[src/rtl/ctrl_sel_pkg.sv]
`default_nettype none
// ----------------------------------------------------------------------------
// ctrl_sel_pkg : FSM state type and packed-slice helper for ctrl_sel_stream_mux
// Rev 1.0
// ----------------------------------------------------------------------------
package ctrl_sel_pkg;

  typedef enum logic [0:0] {
    IDLE = 1'b0,
    FWD  = 1'b1
  } state_t;

  // Low bit of slice idx in a vector of equal-width packed slices.
  function automatic int slice_lo(input int idx, input int width);
    return idx * width;
  endfunction

endpackage
`default_nettype wire

[src/rtl/axis_out_reg.sv]
`default_nettype none
// ----------------------------------------------------------------------------
// axis_out_reg : single-entry AXI-stream output register with valid/ready
// Rev 1.0
// ----------------------------------------------------------------------------
module axis_out_reg #(
  parameter int DATA_WIDTH = 512,
  parameter int KEEP_WIDTH = DATA_WIDTH / 8
) (
  input  logic                  clk,
  input  logic                  rst,
  input  logic                  i_wr,
  input  logic [DATA_WIDTH-1:0] i_data,
  input  logic [KEEP_WIDTH-1:0] i_keep,
  input  logic                  i_last,
  output logic                  o_load,
  output logic [DATA_WIDTH-1:0] o_tdata,
  output logic [KEEP_WIDTH-1:0] o_tkeep,
  output logic                  o_tlast,
  output logic                  o_tvalid,
  input  logic                  i_tready
);

  logic                  r_valid;
  logic [DATA_WIDTH-1:0] r_data;
  logic [KEEP_WIDTH-1:0] r_keep;
  logic                  r_last;

  // Register can take a beat when empty or when its current beat leaves this cycle.
  assign o_load = !r_valid || i_tready;

  always_ff @(posedge clk or negedge rst) begin
    if (!rst) begin
      r_valid <= 1'b0;
      r_data  <= '0;
      r_keep  <= '0;
      r_last  <= 1'b0;
    end else begin
      if (i_wr) begin
        r_valid <= 1'b1;
        r_data  <= i_data;
        r_keep  <= i_keep;
        r_last  <= i_last;
      end else if (i_tready) begin
        r_valid <= 1'b0;
      end
    end
  end

  assign o_tdata  = r_data;
  assign o_tkeep  = r_keep;
  assign o_tlast  = r_last;
  assign o_tvalid = r_valid;

endmodule
`default_nettype wire

[src/rtl/ctrl_sel_stream_mux.sv]
`default_nettype none
// ----------------------------------------------------------------------------
// ctrl_sel_stream_mux : forwards one whole packet per selector token
// Rev 1.0
// ----------------------------------------------------------------------------
module ctrl_sel_stream_mux
  import ctrl_sel_pkg::*;
#(
  parameter int S_COUNT      = 2,
  parameter int SELECT_WIDTH = (S_COUNT > 1) ? $clog2(S_COUNT) : 1,
  parameter int DATA_WIDTH   = 512,
  parameter int KEEP_WIDTH   = DATA_WIDTH / 8
) (
  input  logic                          clk,
  input  logic                          rst,
  input  logic [SELECT_WIDTH-1:0]       s_selector_tdata,
  input  logic                          s_selector_tvalid,
  output logic                          s_selector_tready,
  input  logic [S_COUNT*DATA_WIDTH-1:0] s_axis_in_tdata,
  input  logic [S_COUNT*KEEP_WIDTH-1:0] s_axis_in_tkeep,
  input  logic [S_COUNT-1:0]            s_axis_in_tlast,
  input  logic [S_COUNT-1:0]            s_axis_in_tvalid,
  output logic [S_COUNT-1:0]            s_axis_in_tready,
  output logic [DATA_WIDTH-1:0]         m_axis_out_tdata,
  output logic [KEEP_WIDTH-1:0]         m_axis_out_tkeep,
  output logic                          m_axis_out_tlast,
  output logic                          m_axis_out_tvalid,
  input  logic                          m_axis_out_tready,
  output logic                          sel_err,
  output logic [31:0]                   pkt_count
);

  localparam logic [SELECT_WIDTH:0] c_S_COUNT = S_COUNT[SELECT_WIDTH:0];

  state_t                  r_state;
  logic [SELECT_WIDTH-1:0] r_cur;
  logic                    r_sel_err;
  logic [31:0]             r_pkt_count;

  logic [DATA_WIDTH-1:0]   w_data_arr [S_COUNT];
  logic [KEEP_WIDTH-1:0]   w_keep_arr [S_COUNT];
  logic                    w_load;
  logic                    w_fwd;
  logic                    w_beat;
  logic                    w_pkt_end;
  logic                    w_tok;
  logic                    w_in_range;

  for (genvar g = 0; g < S_COUNT; g++) begin : g_slice
    localparam int c_DLO = slice_lo(g, DATA_WIDTH);
    localparam int c_KLO = slice_lo(g, KEEP_WIDTH);
    assign w_data_arr[g] = s_axis_in_tdata[c_DLO +: DATA_WIDTH];
    assign w_keep_arr[g] = s_axis_in_tkeep[c_KLO +: KEEP_WIDTH];
  end

  assign w_fwd     = (r_state == FWD);
  assign w_beat    = w_fwd && w_load && s_axis_in_tvalid[r_cur];
  assign w_pkt_end = w_beat && s_axis_in_tlast[r_cur];

  // Opening the selector in the tlast cycle lets the next packet start without a bubble.
  assign s_selector_tready = !w_fwd || w_pkt_end;
  assign w_tok             = s_selector_tvalid && s_selector_tready;
  assign w_in_range        = ({1'b0, s_selector_tdata} < c_S_COUNT);

  always_comb begin
    s_axis_in_tready = '0;
    if (w_fwd) begin
      s_axis_in_tready[r_cur] = w_load;
    end
  end

  always_ff @(posedge clk or negedge rst) begin
    if (!rst) begin
      r_state     <= IDLE;
      r_cur       <= '0;
      r_sel_err   <= 1'b0;
      r_pkt_count <= '0;
    end else begin
      r_sel_err <= w_tok && !w_in_range;
      if (m_axis_out_tvalid && m_axis_out_tready && m_axis_out_tlast) begin
        r_pkt_count <= r_pkt_count + 32'd1;
      end
      // A token is only accepted in IDLE or at packet end, so one branch covers both.
      if (w_tok && w_in_range) begin
        r_state <= FWD;
        r_cur   <= s_selector_tdata;
      end else if (w_pkt_end) begin
        r_state <= IDLE;
      end
    end
  end

  axis_out_reg #(
    .DATA_WIDTH (DATA_WIDTH),
    .KEEP_WIDTH (KEEP_WIDTH)
  ) u_out_reg (
    .clk      (clk),
    .rst      (rst),
    .i_wr     (w_beat),
    .i_data   (w_data_arr[r_cur]),
    .i_keep   (w_keep_arr[r_cur]),
    .i_last   (s_axis_in_tlast[r_cur]),
    .o_load   (w_load),
    .o_tdata  (m_axis_out_tdata),
    .o_tkeep  (m_axis_out_tkeep),
    .o_tlast  (m_axis_out_tlast),
    .o_tvalid (m_axis_out_tvalid),
    .i_tready (m_axis_out_tready)
  );

  assign sel_err   = r_sel_err;
  assign pkt_count = r_pkt_count;

endmodule
`default_nettype wire

[config.mk]
export PLATFORM = sky130hd
export DESIGN_NAME = ctrl_sel_stream_mux
export DESIGN_NICKNAME = d
export VERILOG_FILES = /design/src/rtl/ctrl_sel_pkg.sv /design/src/rtl/axis_out_reg.sv /design/src/rtl/ctrl_sel_stream_mux.sv
export SDC_FILE = /design/constraint.sdc
export NUM_CORES = 1
export LEC_CHECK = 0
export BUFFER_PORTS_ARGS = -buffer_cell sky130_fd_sc_hd__buf_2
export CELL_PAD_IN_SITES_DETAIL_PLACEMENT = 0
export CELL_PAD_IN_SITES_GLOBAL_PLACEMENT = 1
export CORE_AREA = 5 5 693 695
export CTS_BUF_LIST = sky130_fd_sc_hd__clkbuf_16
export CTS_CLUSTER_DIAMETER = 150
export DETAILED_ROUTE_END_ITERATION = 7
export DIE_AREA = 0 0 698 700
export GPL_ROUTABILITY_DRIVEN = 0
export PLACE_DENSITY = 0.3
export SLEW_MARGIN = 20
export SYNTH_ARGS = -nofsm -noshare
export SYNTH_HDL_FRONTEND = slang
export SYNTH_SLANG_ARGS = --single-unit
export TNS_END_PERCENT = 100
[constraint.sdc]
create_clock -name clk -period 2.75 [get_ports clk]
set_input_delay 0.4125 -clock clk [delete_from_list [all_inputs] [get_ports clk]]
set_output_delay 0.4125 -clock clk [all_outputs]
set_load 0.1 [all_outputs]
==> results of run 1 <==
[power by group through the flow]
stage	registers [mW]	logic, mW	clock network, mW
6_report	16.0	58.5	11.6
5_1_grt	16.6	61.0	12.5
4_1_cts	16.1	59.6	12.3
3_5_place_dp	16.2	55.4	0
3_3_place_gp	16.2	55.3	0
2_1_floorplan	45.6	10.8	0
[logic make-up (layout without fill, tap and decap cells)]
logic type               count (synthesis)  in the layout
other                                    1            118
flip-flops                             612            612
AND/OR/NAND/NOR                        638            638
XOR/XNOR                                31             31
buffers and inverters                  197           3179
adder cells (fa/ha/maj)                  1              1
multiplexers                           581            581
AO/OA/AOI/OAI                          577            577
[synthesized netlist by cell type (2+ instances only)]
master      n  area share [%]
nand3_1    11            0.20
inv_1       2           0.027
nand4_1    14            0.31
mux2i_1   576              21
and3_1      7            0.16
o21ai_1   388             6.9
xnor2_1    26            0.81
buf_6      15            0.60
nand2_1   588             7.9
buf_1       2           0.027
mux2_2      3            0.12
o21ai_0   188             3.4
nor3_1      4           0.072
nand2b_1    2           0.045
buf_4      55             1.5
and4_1      2           0.063
xor2_1      5            0.16
dfrtp_1   612              55
clkbuf_1   54            0.72
buf_2      43            0.77
clkbuf_2   26            0.46
nor2_1      4           0.054
[path summary, 6_finish.rpt]
check | to | depth (start not counted) | slack [ps]
min | u_out_reg.o_tdata[464] | 3 | 40
min reg2reg | u_out_reg.o_tdata[210] | 2 | 470
max reg2reg | u_out_reg.o_tdata[88] | 5 | 80
max | u_out_reg.o_tdata[88] | 5 | 80
min in group asynchronous | u_out_reg.o_tdata[504] | 2 | 240
max in group asynchronous | u_out_reg.o_tdata[188] | 4 | 1580
[area by class of cell]
| cell class | count | area [sq um] |
|---|---|---|
| fill | 54550 | 414000 |
| timing repair buffer | 3015 | 21400 |
| sequential | 612 | 15300 |
| multi-input combinational | 1829 | 11500 |
| tap | 6247 | 7820 |
| clock buffer | 95 | 2380 |
| clock inverter | 67 | 428 |
| antenna | 117 | 293 |
| inverter | 2 | 7.51 |
[worst register-to-register path, cell delays in order, from the launching register on]
cell	delay, ps
dfrtp_4	510
buf_12	240
buf_12	580
mux2i_1	850
buf_4	280
o21ai_1	70
[metal layers]
metal | track usage [%] | vias up | part of all wire, %
met5 | 0.612 | - | 0.32
met4 | 2.25 | 120 | 2.5
met3 | 6.36 | 653 | 10
met2 | 21.5 | 1769 | 48
met1 | 13.8 | 16051 | 39
li1 | - | 15103 | -
[per-stage QoR]
step	power [mW]	area, sq um
after floorplan	56.4	28000
after global routing	90.1	58900
after CTS	88.0	58900
after global placement	71.5	45100
final	86.2	59100
after detailed placement	71.6	45100
[registers in the layout, summed over array words and instances (netlist names)]
| signal | cells |
|---|---|
| u_out_reg.o_tlast | 1 |
| u_out_reg.o_tkeep | 64 |
| u_out_reg.o_tdata | 512 |
| r_state | 1 |
| u_out_reg.o_tvalid | 1 |
| pkt_count | 32 |
| r_cur | 1 |
[timing repair]
action                                  CTS  global route
setup endpoints to repair                 3             0
endpoints found under the hold margin   673             0
gates resized for setup                   4             0
hold buffers                           1088             0
buffers inserted                          0             0
==> impl.org, run 1 <==
** Outcome
- The flow ran to the end, and the final reports show no timing, DRC or antenna violations.

** Timing
- Static timing analysis puts the maximum clock frequency at 375 MHz.
- Shortest clock period the worst path allows after layout :: 2670 ps
- Adding up every negative setup slack in the final design gives 0 ps.
- The number of pins with negative max-slew slack in the final report was 0.
- Hold timing on the final database bottoms out at a slack of 35.6 ps.
- The final count of hold timing violations was 0.
- On the final layout, the worst clock skew is 49.4 ps.
- Worst slew margin :: 32.7%
- Finish-stage setup viols :: 0
- The final critical path takes up 97.0% of the cycle.
- At the pin with the least slew margin, the transition time is 1020 ps.
- Setup repair after global routing left no endpoint under its margin.
- Setup slack on the critical path of the routed design comes to 83.0 ps.

** Logic synthesis
- Number of library cell types mapped by synthesis :: 33
- Multiplexer cells account for 20.8% of the synthesized area.
- By area, the combinational part of the netlist is dominated by multiplexers.
- Fraction of the mapped netlist area in adder cells :: 0.0447%
- Synthesis handed over a netlist of 2,638 instances.
- After Yosys synthesis, XOR and XNOR cells account for 0.970% of the synthesized area.
- Share of synthesized registers carrying an async set or reset :: 100%
- Synthesized netlist net count :: 3,800
- The Yosys step of the flow raised 0 warnings.
- Avg Cell Area, Syn :: 10.6 sq um
- Cell area after synthesis :: 28,000 sq um
- In the synthesized netlist the dominant register cell turns out to be dfrtp_1.
- Post-synth EDFFs :: 0
- For this run, the register share of the synthesized area comes to 54.7%.
- After Yosys synthesis, and, or, nand and nor cells account for 9.05% of the synthesized area.
- Fraction of the mapped netlist area in compound gates :: 10.3%
- Number of register bits inferred by synthesis :: 612

** Placement
- The number of placed instances, taps included, is 10.6k.
- The count of buffers added on input and output ports is 1,773.
- HPWL after detailed placement :: 283,000 microns
- Prior to clock tree synthesis, the placed netlist has a worst setup slack of 140 ps.

** Layout
- Most frequent cells in the layout :: buf_2 (1,768), dlygate4sd3_1 (1,088), dfrtp_1 (611)
- Final core utilization :: 12.5%
- For this run, the number of standard cells in the final layout without fillers is 12.0k.
- Most frequent standard cell in the layout excluding fill and tap cells :: buf_2
- Fin nets :: 6,716
- Fraction of layout instances using a drive strength above 1 :: 36.6%
- Area growth from synthesis to layout :: 111%

** Setup path
- In this run the critical register-to-register path is launched from r_cur.
- Element type at the critical path start :: flop
- Type of the worst setup path :: flop to flop
- Critical path launch point :: r_cur
- The worst setup path is captured at a flop.
- Traced cell by cell, the critical path runs through buf_12 > buf_12 > mux2i_1 > buf_4 > o21ai_1.
- The cell that appears most often on the critical path is buf_12.
- The largest individual stage delay along the critical path comes from the cell mux2i_1.
- STA puts the critical path data required time at 3410 ps.
- In this run the worst path has a maximum fanout of 73.
- Among cell families on the critical path, the largest total delay comes from buffers and inverters.
- Worst Path Buf+Inv :: 3
- In this design, the stage delay of the slowest critical-path cell is 790 ps.
- At the worst endpoint, the arrival time is 3320 ps.

** Clock network
- The tree is rooted in a clkbuf_16.
- Number of clock sinks :: 612
- In this run, CTS created clock tree buffers numbering 94.
- Clock-pin slew was measured on the worst setup and hold paths at 50 ps.
- Buffer depth of the longest clock path :: 4
- The later pin in the worst-skew pair is clocked with a latency of 810 ps.
- TritonCTS clock tree :: done
- Number of levels the H-tree was split into :: 3

** Detailed routing
- The first TritonRoute pass finished after 5 iterations.
- For this block, the routed nets add up to 318,000 microns of wire.
- Dividing the detail-routed wire length by the instance count gives 26.6 microns.
- Drt drc :: 0
- Number of vias per cell after detailed routing :: 2.81
- Vias after detailed routing :: 33.7k
- Iteration-0 DRC count of the detailed router :: 1,949
- The count of nets left with antenna violations once routing finished came out at 0.

** Floorplanning
- The floorplan step defined a core boundary enclosing 473,000 sq um.
- In this run the count of I/O pins placed on the die edge is 1,775.
- Die ar. :: 489,000 sq um
- Floorplan row count :: 253
- Starting utilization of the core area :: 5.92%
- The die is 700 microns tall.
- Die width :: 698 microns

** GRT
- In the global route stage, overall resource usage came out at 12.5%.
- Entering global routing, the biggest net connects 86 pins.
- The initial antenna violation count is 336.
- The number of global-route vias before repair was 35.2k.
- Remaining Overflow, GRT :: 0
- Wire length of the first global-routing pass :: 397,000 microns

** Worst hold path
- Min-delay worst type :: input pin to flop
- The worst hold path begins at s_axis_in_tdata[464].

** Power
- IR Drop Worst-Case VDD :: 0.876 mV
- The internal portion of the total power is 32.4 mW.
- PD cells :: 1460 nW/um^2
- Logic gate share of total power :: 67.9%
- Of the total power, the share spent switching nets is 62.5%.
- In this run the power spent charging and discharging nets is 53.8 mW.
- The share of total power dissipated in sequential elements is 18.6%.
- Summed over all cells, the static leakage comes to 27.4 nW.
- Clock network fraction of total power :: 13.5%

** Job
- Max-capacitance violation count :: 0
(Power assumes the default switching activity.)
==> run 2: changes to the inputs <==
Settings changed: CORE_AREA 5 5 693 695 to 5 5 678 680, DIE_AREA 0 0 698 700 to 0 0 683 685, SYNTH_HIERARCHICAL from default to 1.
==> run 2 against run 1 <==
Net effect:
- the flow now finishes with violations (setup timing)
- utilization rose by 1.3 points
- routed wire length down 2.7%
- power rose by 8.4%
- clock power barely moved
- sequential cell count unchanged
- non-clock buffer count down 67
- fmax shrank 5.1%
- worst setup slack lost 140 ps
- synthesized cell count down 24%
- sequential share of layout area down 1.4 points
- worst hold slack improved by 15 ps
- area after synthesis increased by 14%
- critical path type is now flop to output port
- critical endpoint is now s_selector_tready
==> impl.org, run 2 <==
** Timing
- The post-layout minimum cycle time is 2810 ps (+143 ps).
- Slew of the pin with the lowest slew margin :: 919 ps (-97.6 ps)
- The least setup slack across all paths after layout is -60.0 ps (-143 ps).
- The number of pins with negative max-slew slack in the final report came to 0 (unchanged).
- The worst slew margin relative to its limit is 38.8% (+6.0 points).
- The fmax is 356 MHz (-5.1%).
- Setup repair after global routing could not meet its margin everywhere.
- Final cycle utilization of the critical path :: 102% (+5.2 points)
- The worst clock skew was 41.3 ps (-8.15 ps).
- Final hold violation count :: 0 (unchanged)
- The final number of setup-violating endpoints came to 1 (+1).

** Layout
- Fin nets :: 6,078 (-9.5%)
- The sequential cell area came to 15,300 sq um (unchanged).
- The core utilization of the finished layout is 13.8% (+1.3 points).
- Fraction of layout instances using a drive strength above 1 :: 63.4% (+27 points)
- In the layout the commonest cells are buf_2 (1,768), dlygate4sd3_1 (1,076), mux2_2 (655).
- The library cell used most frequently in the layout, excluding fill and tap cells, is buf_2.
- The filler cell count in the final layout came to 51.4k (-5.8%).
- The flip-flop count of the largest register, all copies and words added is 512 (unchanged).
- Area growth from synthesis to layout :: 95.1%
- Area used by multi-input combinational logic :: 15,600 sq um (+35%)
- Post-layout instance area :: 62,500 sq um (+5.7%)

** GRT
- Largest net degree at the start of global routing :: 83 (-3.5%)
- Wire length of the first global-routing pass :: 383,000 microns (-3.5%)
- Remaining Overflow, GRT :: 0 (unchanged)
- The overall fraction of global-route tracks in use was 12.7% (+0.19 points).
- The initial antenna violation count came to 325 (-3.3%).
- Vias in the first global route :: 33.3k (-5.4%)

** Setup path
- Worst path most repeated cell :: buf_12
- Max FO, Critical Path :: 3 (-96%)
- The critical path is of the flop to output port type.
- STA classifies the critical path endpoint as an output port.
- The largest stage delay on the critical path was 500 ps (-290 ps).
- The required time at the endpoint of the critical path is 2340 ps (-1070 ps).
- Critical-path cell list :: buf_16 > mux2i_4 > buf_12 > o31ai_4 > buf_12
- The worst setup path is launched from a flop.
- The endpoint arrival time on the critical path came to 2400 ps (-920 ps).
- Slowest-stage cell, CP :: dfrtp_4

** Logic synthesis
- The commonest cells after synthesis are mux2_2 (655), dfrtp_1 (612), mux2_4 (500).
- Primary flip-flop cell chosen by synthesis mapping :: dfrtp_1
- Cell area after synthesis :: 32,000 sq um (+14%)
- The warning count from the yosys run was 6 (+6).
- Synth top area cells :: dfrtp_1 (48%), mux2_4 (23%), mux2_2 (23%), buf_6 (1.5%), buf_2 (1.1%)
- Synthesized netlist net count :: 3,165 (-17%)
- Post-synth EDFFs :: 0 (unchanged)
- Post-synthesis cell type with the largest combined area :: dfrtp_1
- The mean post-synth cell area was 16.0 sq um (+51%).
- Number of library cell types mapped by synthesis :: 27 (-18%)
- The number of instances in the synthesized netlist came to 2,003 (-24%).
- Post-synthesis sequential area ratio :: 47.8% (-6.9 points)
- The post-synthesis async set-or-reset flop share was 100% (unchanged).
- Number of register bits inferred by synthesis :: 612 (unchanged)
- Yosys instantiated no cell more often than mux2_2.
- Proportion of netlist area held by the largest area contributor :: 47.8% (-6.9 points)

** Clock network
- TritonCTS clock tree :: done
- Clk_lat worst skew :: 810 ps (about the same)
- The number of buffers on the longest clock path is 4 (unchanged).
- TritonCTS buffer count :: 97 (+3.2%)
- Clock slew seen by the registers of the worst setup and hold paths :: 60 ps (about the same)
- The clock net sink count came to 612 (unchanged).
- Master cell of the clock root buffer :: clkbuf_16
- Number of levels the H-tree was split into :: 3 (unchanged)

** Placement
- IO Port Bufs :: 1,773 (unchanged)
- Area of placed instances :: 48,400 sq um (+7.2%)
- HPWL after detailed placement :: 270,000 microns (-4.8%)

** Job
- Max-capacitance violation count :: 0 (unchanged)

** Outcome
- Result of the run :: complete, but fails checks
- Violated checks :: setup timing

** Floorplanning
- The I/O pin count came to 1,775 (unchanged).
- Die width :: 683 microns (-2.1%)
- Chip height :: 685 microns (-2.1%)
- Die ar. :: 468,000 sq um (-4.2%)
- The effective utilization at floorplan was 7.06% (+1.1 points).
- The row count was 248 (-2.0%).
- The core area is 454,000 sq um (-4.1%).

** Power
- IR Drop Worst-Case VDD :: 1.02 mV (+17%)
- Leakage dissipation :: 27.6 nW (+0.68%)
- PD cells :: 1500 nW/um^2 (+2.6%)

** Detailed routing
- The violation count after the first detailed-routing iteration was 1,219 (-37%).
- Post-Route WL :: 310,000 microns (-2.7%)
- The mean routed wirelength per cell was 27.9 microns (+5.1%).
- Detailed-routing iteration count for the pre-antenna-repair pass :: 4 (-1)
- The DRC violation count after routing was 0 (unchanged).
- The total number of vias came to 30.4k (-9.7%).
- The count of antenna-violating nets left after detailed routing came to 0 (unchanged).
- Number of vias per cell after detailed routing :: 2.75 (-2.4%)

** Worst hold path
- Min-delay worst type :: input pin to flop
==> run 2: cell types whose count changed in the layout (fill, tap and decap cells not counted), moves of 6 or more <==
cell           change
o21ai_1          -388
o21ai_0          -188
buf_4             -56
mux2i_1          -575
inv_1              -6
mux2_2           +652
clkinv_1          +15
diode_2           -17
mux2_4           +499
nand2_1          -579
dlygate4sd3_1     -12
==> run 2: repair_timing <==
item,4_1_cts,5_1_grt
endpoints found under the setup margin,3,1
gates resized for setup,15,1
buffers inserted,5,1
endpoints found under the hold margin,587,0
cloned,1,0
hold buffers,1076,0
pin swaps,1,1
==> run 2: per-layer routing <==
layer / GRT usage, % / routed length (microns)
met5: 0 / 1170
met4: 3.31 / 9450
met3: 4.60 / 26700
met2: 22.1 / 151000
met1: 14.5 / 122000
==> run 2: path summary, 6_finish.rpt <==
path	from	cells after the start	slack, ps	endpoint
setup / recovery	r_cur	5	-60	s_selector_tready
setup reg to reg	r_cur	6	150	u_out_reg/o_tdata[461]
min in group asynchronous	rst	2	260	u_out_reg/o_tdata[472]
hold / removal	m_axis_out_tready	3	50	u_out_reg/o_tvalid
max in group asynchronous	rst	3	1390	u_out_reg/o_tdata[417]
hold reg to reg	pkt_count[31]	1	470	pkt_count[31]
==> run 2: critical path, delay by kind of cell, from the launching register on <==
kind | cells | cell delay, ps
DFF | 1 | 500
AOI/OAI and AO/OA | 1 | 280
buffers and inverters | 3 | 540
muxes | 1 | 220
==> run 2: metrics by stage <==
step | setup TNS [ps] | worst slack (ps) | std cells | hold WS, ps | power (mW)
after global routing | -168 | -168 | 11034 | 19.3 | 96.7
final | -60.0 | -60.0 | 11088 | 51.0 | 93.5
after global placement | 0 | 157 | 9734 | 462 | 80.0
after CTS | -368 | -313 | 10987 | 0.480 | 95.5
after detailed placement | 0 | 167 | 9734 | 467 | 80.0
after floorplan | 0 | 118 | 2003 | 117 | 64.5
==> run 2: kinds of logic after synthesis <==
kind of cell / synth area share (%)
compound gates: 0.0390
flops: 47.8
buf+inv: 3.48
xor+xnor: 0.847
mux: 46.5
simple gates: 1.26
other cells: 0.0117
fa+ha+maj: 0.0390
==> run 2: report_power, final <==
group	leakage (nW)	total (mW)	internal, mW	switching (mW)
registers	7.21	16.5	13.6	2.97
logic	18.9	65.0	17.2	47.8
clock network	1.50	11.9	6.87	5.07
==> run 2: cell type report <==
type	count	area share, %
Multi-Input combinational cell	1253	25.0
Timing Repair Buffer	2948	33.4
Antenna cell	100	0.400
Inverter	4	0.0240
Clock inverter	73	0.743
Sequential cell	612	24.5
Clock buffer	98	3.92
Tap cell	6000	12.0
